### src/rtl/pe_acc.sv
// pe_acc: reduction and accumulation stage behind the int16 multiplier array.
// Each beat carries LANES signed products. The beat is reduced through a
// registered adder tree (S1: LANES -> LANES/8 partials, S2: partials -> one
// beat sum). The beat sums are then accumulated over a group closed by in_last
// (S3). The stage emits one signed sum per group on a valid/ready output with
// full back-pressure.
// Optional build macro: PE_ACC_SAT_EN clamps each emitted result to the int32
// range and reports the clamp on out_sat. The internal accumulator is never
// clamped.
module pe_acc #(
  parameter int LANES  = 32,
  parameter int PROD_W = 32,
  parameter int ACC_W  = 48,
  parameter int CNT_W  = 16
) (
  input  logic                    clk,
  input  logic                    rst_n,
  input  logic                    in_valid,
  output logic                    in_ready,
  input  logic                    in_last,
  input  logic [LANES*PROD_W-1:0] mult_result,
  output logic                    out_valid,
  input  logic                    out_ready,
  output logic [ACC_W-1:0]        out_sum,
  output logic [CNT_W-1:0]        out_beats,
  output logic                    out_sat
);

  localparam int NPART = LANES / 8;

  logic                    stall;
  logic                    accept;

  logic signed [ACC_W-1:0] lvl0 [LANES];
  logic signed [ACC_W-1:0] lvl1 [LANES/2];
  logic signed [ACC_W-1:0] lvl2 [LANES/4];
  logic signed [ACC_W-1:0] lvl3 [NPART];

  logic                    v1_q, last1_q;
  logic signed [ACC_W-1:0] part_q [NPART];

  logic                    v2_q, last2_q;
  logic signed [ACC_W-1:0] beat_sum_d, beat_sum_q;

  logic signed [ACC_W-1:0] acc_q, acc_next_d, res_d;
  logic [CNT_W-1:0]        cnt_q, cnt_next_d;
  logic                    first_q, sat_d;
  logic                    out_valid_q, out_sat_q;
  logic [ACC_W-1:0]        out_sum_q;
  logic [CNT_W-1:0]        out_beats_q;

  assign stall     = out_valid_q & ~out_ready;
  assign in_ready  = ~stall;
  assign accept    = in_valid & in_ready;
  assign out_valid = out_valid_q;
  assign out_sum   = out_sum_q;
  assign out_beats = out_beats_q;
  assign out_sat   = out_sat_q;

  // Sign-extend every lane, then run three adder levels down to NPART partials
  always_comb begin
    for (int i = 0; i < LANES; i++)
      lvl0[i] = {{(ACC_W-PROD_W){mult_result[PROD_W*i+PROD_W-1]}},
                 mult_result[PROD_W*i +: PROD_W]};
    for (int i = 0; i < LANES/2; i++) lvl1[i] = lvl0[2*i] + lvl0[2*i+1];
    for (int i = 0; i < LANES/4; i++) lvl2[i] = lvl1[2*i] + lvl1[2*i+1];
    for (int i = 0; i < NPART; i++)   lvl3[i] = lvl2[2*i] + lvl2[2*i+1];
  end

  // S1 register: partials plus beat valid/last; frozen while the output stalls
  always_ff @(posedge clk or negedge rst_n) begin
    if (!rst_n) begin
      v1_q    <= 1'b0;
      last1_q <= 1'b0;
      for (int i = 0; i < NPART; i++) part_q[i] <= '0;
    end else if (!stall) begin
      v1_q    <= accept;
      last1_q <= in_last;
      if (accept)
        for (int i = 0; i < NPART; i++) part_q[i] <= lvl3[i];
    end
  end

  // Final reduction of the partials into one beat sum
  always_comb begin
    beat_sum_d = '0;
    for (int i = 0; i < NPART; i++) beat_sum_d = beat_sum_d + part_q[i];
  end

  // S2 register: beat sum with its valid/last
  always_ff @(posedge clk or negedge rst_n) begin
    if (!rst_n) begin
      v2_q       <= 1'b0;
      last2_q    <= 1'b0;
      beat_sum_q <= '0;
    end else if (!stall) begin
      v2_q       <= v1_q;
      last2_q    <= last1_q;
      beat_sum_q <= beat_sum_d;
    end
  end

  // Next accumulator/count; the first beat of a group restarts from zero
  always_comb begin
    acc_next_d = (first_q ? '0 : acc_q) + beat_sum_q;
    cnt_next_d = first_q ? CNT_W'(1) : cnt_q + CNT_W'(1);
  end

  // Result value presented at group close, optionally clamped to int32
  always_comb begin
    res_d = acc_next_d;
    sat_d = 1'b0;
`ifdef PE_ACC_SAT_EN
    if (acc_next_d > $signed({{(ACC_W-31){1'b0}}, {31{1'b1}}})) begin
      res_d = $signed({{(ACC_W-31){1'b0}}, {31{1'b1}}});
      sat_d = 1'b1;
    end else if (acc_next_d < $signed({{(ACC_W-31){1'b1}}, {31{1'b0}}})) begin
      res_d = $signed({{(ACC_W-31){1'b1}}, {31{1'b0}}});
      sat_d = 1'b1;
    end
`endif
  end

  // S3: accumulate beats, load the result at group close, run the handshake
  always_ff @(posedge clk or negedge rst_n) begin
    if (!rst_n) begin
      acc_q       <= '0;
      cnt_q       <= '0;
      first_q     <= 1'b1;
      out_valid_q <= 1'b0;
      out_sum_q   <= '0;
      out_beats_q <= '0;
      out_sat_q   <= 1'b0;
    end else if (!stall) begin
      if (out_valid_q && out_ready) out_valid_q <= 1'b0;
      if (v2_q) begin
        if (last2_q) begin
          out_sum_q   <= res_d;
          out_beats_q <= cnt_next_d;
          out_sat_q   <= sat_d;
          out_valid_q <= 1'b1;
          first_q     <= 1'b1;
        end else begin
          acc_q   <= acc_next_d;
          cnt_q   <= cnt_next_d;
          first_q <= 1'b0;
        end
      end
    end
  end

endmodule

### config.mk
export PLATFORM = sky130hd
export DESIGN_NAME = pe_acc
export DESIGN_NICKNAME = d
export VERILOG_FILES = /design/src/rtl/pe_acc.sv
export SDC_FILE = /design/constraint.sdc
export NUM_CORES = 2
export LEC_CHECK = 0
export BUFFER_PORTS_ARGS = -buffer_cell sky130_fd_sc_hd__clkbuf_2
export CAP_MARGIN = 20
export CELL_PAD_IN_SITES_DETAIL_PLACEMENT = 1
export CELL_PAD_IN_SITES_GLOBAL_PLACEMENT = 2
export CORE_AREA = 5 5 418 420
export DETAILED_ROUTE_END_ITERATION = 16
export DIE_AREA = 0 0 423 425
export PLACE_DENSITY = 0.73
export SLEW_MARGIN = 20
export SYNTH_ARGS = -nofsm -noshare
export SYNTH_HDL_FRONTEND = slang
export SYNTH_SLANG_ARGS = --single-unit
### constraint.sdc
create_clock -name clk -period 4.9 [get_ports clk]
set_clock_uncertainty 0.05 [all_clocks]
set_input_delay 0.98 -clock clk [delete_from_list [all_inputs] [get_ports clk]]
set_output_delay 0.98 -clock clk [all_outputs]
set_load 0.1 [all_outputs]
* Yosys cells after proc, flatten, opt, wreduce, memory -nomap -nowiden
Index checks and enable logic that the tools add are counted.
** Storage, ports and cells
- Flip-flop bits (word level) :: 374
- Logic and storage cells :: 64
- Input bits :: 1029
** Cells by class
- Reductions and logical operators :: 5
- Bitwise operators :: 5
- Add/subtract/negate cells :: 33
- Muxes and demuxes :: 6
** Operator list (number)
- adder 32 x 32 -> 33 bit :: 16
- adder 33 x 33 -> 34 bit :: 8
- adder 48 bit :: 4
- adder 34 x 34 -> 35 bit :: 4
- 2-to-1 mux 48 bit :: 1
- adder 16 x 1 -> 16 bit, second input constant :: 1
- 2-to-1 mux 16 bit :: 1
- AND reduction 3 bit :: 2
- 2-to-1 mux 1 bit :: 4
- AND reduction 2 bit :: 2
- NOT 1 bit :: 3
- bitwise AND 1 bit :: 2
- logical AND 1 bit :: 1

* Longest topological paths before layout
- Depth after elaboration :: 5
- Gate-level depth with buffers :: 22
- Gate-level depth less buffers :: 22

* Worst setup path after synthesis
OpenSTA, ideal clock, no wires.
- Path type :: input port to flip-flop
- Start :: input port mult_result[354]
- End :: register part_q[128] in the netlist's numbering
- Arrival time :: 5.912 ns
- Cell stages on the path :: 20
- Slack :: -1.187 ns
- Buffers on the path :: 0
- Path through :: fa_1 > inv_1 > fa_1 > fa_1 > fa_1 > inv_1 > ha_1 > fa_1 > a21o_1 > a21oi_2 > o21ai_1 > a22o_1 > a2111o_1 > a21oi_2 > nor2b_1 > a311oi_2 > o21bai_1 > a21oi_1 > xnor2_1 > mux2_2
** On the way
- Longest elaborated chain between the ends :: 3
** Ends and longest elaborated chain
- start: declaration :: line 21 : input logic [LANES*PROD_W-1:0] mult_result,
- adder 32 x 32 -> 33 bit :: line 65 : for (int i = 0; i < LANES/2; i++) lvl1[i] = lvl0[2*i] + lvl0[2*i+1];
- adder 33 x 33 -> 34 bit :: line 66 : for (int i = 0; i < LANES/4; i++) lvl2[i] = lvl1[2*i] + lvl1[2*i+1];
- adder 34 x 34 -> 35 bit :: line 67 : for (int i = 0; i < NPART; i++) lvl3[i] = lvl2[2*i] + lvl2[2*i+1];
- end: declaration :: line 40 : logic signed [ACC_W-1:0] part_q [NPART];
Every way passes these cells.
A chain may end at the register's enable or synchronous reset.

* Worst setup path in the final report
- Start :: input port mult_result[322]
- End :: register part_q[128] in the netlist's numbering
The elaborated chain is that of the path after synthesis.

==> results.py <==
metrics = {
    "layout": {
        "final_nets": 8603,
        "layout-drive-gt1-share": 0.308,
        "final_area_um2": 60800,
        "syn_to_final_growth_pct": 33.4,
    },
    "worst_setup_path": {
        "endpoint_kind": "flip-flop",
        "cp.required_ns": 5.29,
        "rr_startpoint": "part_q[49]",
        "crit_fanout": 2,
        "worst_path_max_delay_cell": "fa_2",
        "r2r.worst_path.cells": 18,
        "start_kind": "input pin",
        "slowest_delay_ns": 0.60,
        "reg2reg_slack_ns": 0.15,
        "crit_chain": "buf_6 > fa_1 > inv_2 > fa_2 > fa_1 > fa_1 > inv_2 > ha_4 > fa_2 > a21o_1 > a21oi_2 > o21ai_2 > a22o_4 > a2111o_1 > a21oi_2 > nor2b_2 > a311oi_2 > o21bai_1 > a21oi_2 > xnor2_1 > mux2_2",
        "arrival_ns": 6.05,
        "worstSetupPathType": "in2reg",
        "reg2reg_to": "beat_sum_q[43]",
    },
    "clock_network": {
        "numCtsBuffers": 39,
        "clockRootBuffer": "clkbuf_16",
        "cts_sinks": 322,
        "cts_tree": "done",
        "h-tree-depth": 2,
        "clk_latency_ns": 0.56,
        "hold_buffers": 0,
        "clock_path_buffers": 3,
        "path_clk_slew_ns": 0.06,
    },
    "routing": {
        "wl_per_cell_um": 21.0,
        "remaining_drc_errors": 0,
        "first_pass_iters": 5,
        "vias": 37700,
        "postRouteAntennaNets": 0,
        "viasPerCell": 4.29,
        "drt_iter0_markers": 1307,
        "routed_wl_um": 184000,
    },
    "grt": {
        "track_usage": 0.202,
        "grtUsageMet2": 0.387,
        "grt_pass1_vias": 43500,
        "use_met3": 0.0290,
        "grt_max_degree": 120,
        "busiest_layer": "met2",
        "grt_pass1_wl_um": 270000,
        "use_met1": 0.234,
        "antenna_found_initial": 42,
        "overflow": 0,
    },
    "run_status": {
        "violations": "setup timing",
        "outcome": "finished with violations",
    },
    "sta": {
        "rsz0062_at_grt": "yes",
        "drv_slew": 0,
        "clock.fmax_mhz": 177,
        "hold_viol_final": 0,
        "max-slew-margin-rel": 0.399,
        "setup_viol": 76,
        "fin_crit_sh": 1.15,
        "fin_crit_ns": 5.66,
        "worstMarginPinSlew_ns": 0.900,
        "setup_slack_ns": -0.758,
    },
    "placement": {
        "numPortBuffers": 1094,
        "gp_congestion": 0.959,
        "detailed_place.area_um2": 57100,
        "dp.final_hpwl_um": 167000,
    },
    "logic_synthesis": {
        "ys_async_sr_fraction": 1.00,
        "syn_area_per_cell_um2": 9.12,
        "syn-num-nets": 7099,
        "synth_edf_count": 0,
        "synth_most_common_cell": "inv_1",
        "syn_inst": 4993,
        "synthTopCellsByArea": "fa_1 (37%), dfrtp_1 (18%), inv_1 (13%)",
        "yosys_warnings": 0,
        "yosysTopAreaCell": "fa_1",
        "seq_area_frac_synth": 0.177,
        "dominantRegCellSynth": "dfrtp_1",
        "synth.distinct_cells": 72,
        "synthesis.area_um2": 45600,
        "synthTopCellsByCount": "inv_1 (1628), fa_1 (852), nand2_1 (407)",
        "synth_top_area_frac": 0.374,
        "ys_seq_elements": 322,
    },
    "die": {
        "rows": 152,
        "die_w_um": 423,
        "core_area_um2": 171000,
        "die_area_um2": 180000,
        "ioPinCount": 1096,
        "fp.dieH_um": 425,
        "initial_core_util": 0.267,
    },
    "job": {
        "drv_cap": 0,
    },
    "worst_hold_path": {
        "hp-class": "in2async",
    },
}
[critical path: cells and delay by family]
kind,cells,cell delay [ns]
fa+ha+maj,6,2.58
compound gates,9,1.86
mux,1,0.26
simple gates,1,0.08
buf+inv,3,0.20
xor+xnor,1,0.07
[logic make-up (layout without fill, tap and decap cells)]
kind of cell               after synthesis  count (layout)  synth area share
AOI/OAI and AO/OA                      819             819             0.110
DFF                                    322             322             0.177
other                                    1              27         0.0000823
muxes                                   76              76            0.0186
and+or+nand+nor                        755             755            0.0737
adders and majority gates             1077            1077             0.436
xor gates and xnor gates               218             218            0.0419
buffers and inverters                 1725            3258             0.142
[routing by layer]
layer | part of all wire | up-vias
met5 | 0.00035 | -
met4 | 0.025 | 12
met3 | 0.035 | 168
met2 | 0.55 | 685
met1 | 0.39 | 19000
li1 | - | 17900
[metrics by stage]
stage | util | setup TNS (ns) | setup slack [ns] | hold slack (ns) | std cells
floorplan | - | -22.71 | -0.878 | 0.381 | 4993
detailed placement | 0.335 | -100.19 | -1.53 | 0.405 | 8619
CTS | 0.350 | -24.85 | -0.839 | 0.420 | 8726
global route | 0.356 | -38.40 | -0.963 | 0.274 | 8780
global placement | 0.335 | -95.67 | -1.56 | 0.393 | 8619
finish | 0.356 | -26.24 | -0.758 | 0.278 | 8785
[registers in the layout (all words and copies together) (netlist names)]
name,count
part_q,140
acc_q,48
beat_sum_q,48
out_sum,48
cnt_q,16
out_beats,16
first_q,1
last1_q,1
last2_q,1
out_valid,1
v1_q,1
v2_q,1
[worst max path at each step]
stage	depth (start not counted)	endpoint	start
floorplan	20	part_q[128]	mult_result[258]
global placement	21	part_q[128]	mult_result[258]
detailed placement	23	part_q[127]	mult_result[355]
CTS	21	part_q[128]	mult_result[258]
global route	21	part_q[128]	mult_result[322]
finish	21	part_q[128]	mult_result[322]
[cell usage in the layout (no fill, tap or decap), drive strengths merged, types with 21 or more instances in the layout]
cell type     n
dfrtp       321
nand3        41
buf         483
fa          852
o21a         31
xnor2       130
diode        26
nand2       407
nor2        115
inv        1630
mux2         69
xor2         88
a21o        145
a21oi       220
clkbuf     1130
o21ai       256
o21bai       33
ha          225
nand2b       26
o31ai        35
a31oi        21
nor2b        70
nor3         27
nand4        24
[repair_timing]
item	in CTS	in global routing
gates resized for setup	195	222
hold endpoints to repair	0	0
buffers inserted	48	50
endpoints found under the setup margin	93	113
pin swaps	150	182
gates cloned	0	0
[area by class of cell]
cell class,count,area [um2]
Tap cell,2233,2790
Clock buffer,53,1090
Fill cell,20100,110000
Timing Repair Buffer,1560,9440
Clock inverter,17,344
Sequential cell,322,8060
Antenna cell,26,65.1
Inverter,1628,6160
Multi-Input combinational cell,2946,32800
Power is left out: the tool's default activity adds up to more than one toggle a clock period on the data nets, which glitch-free logic cannot reach.
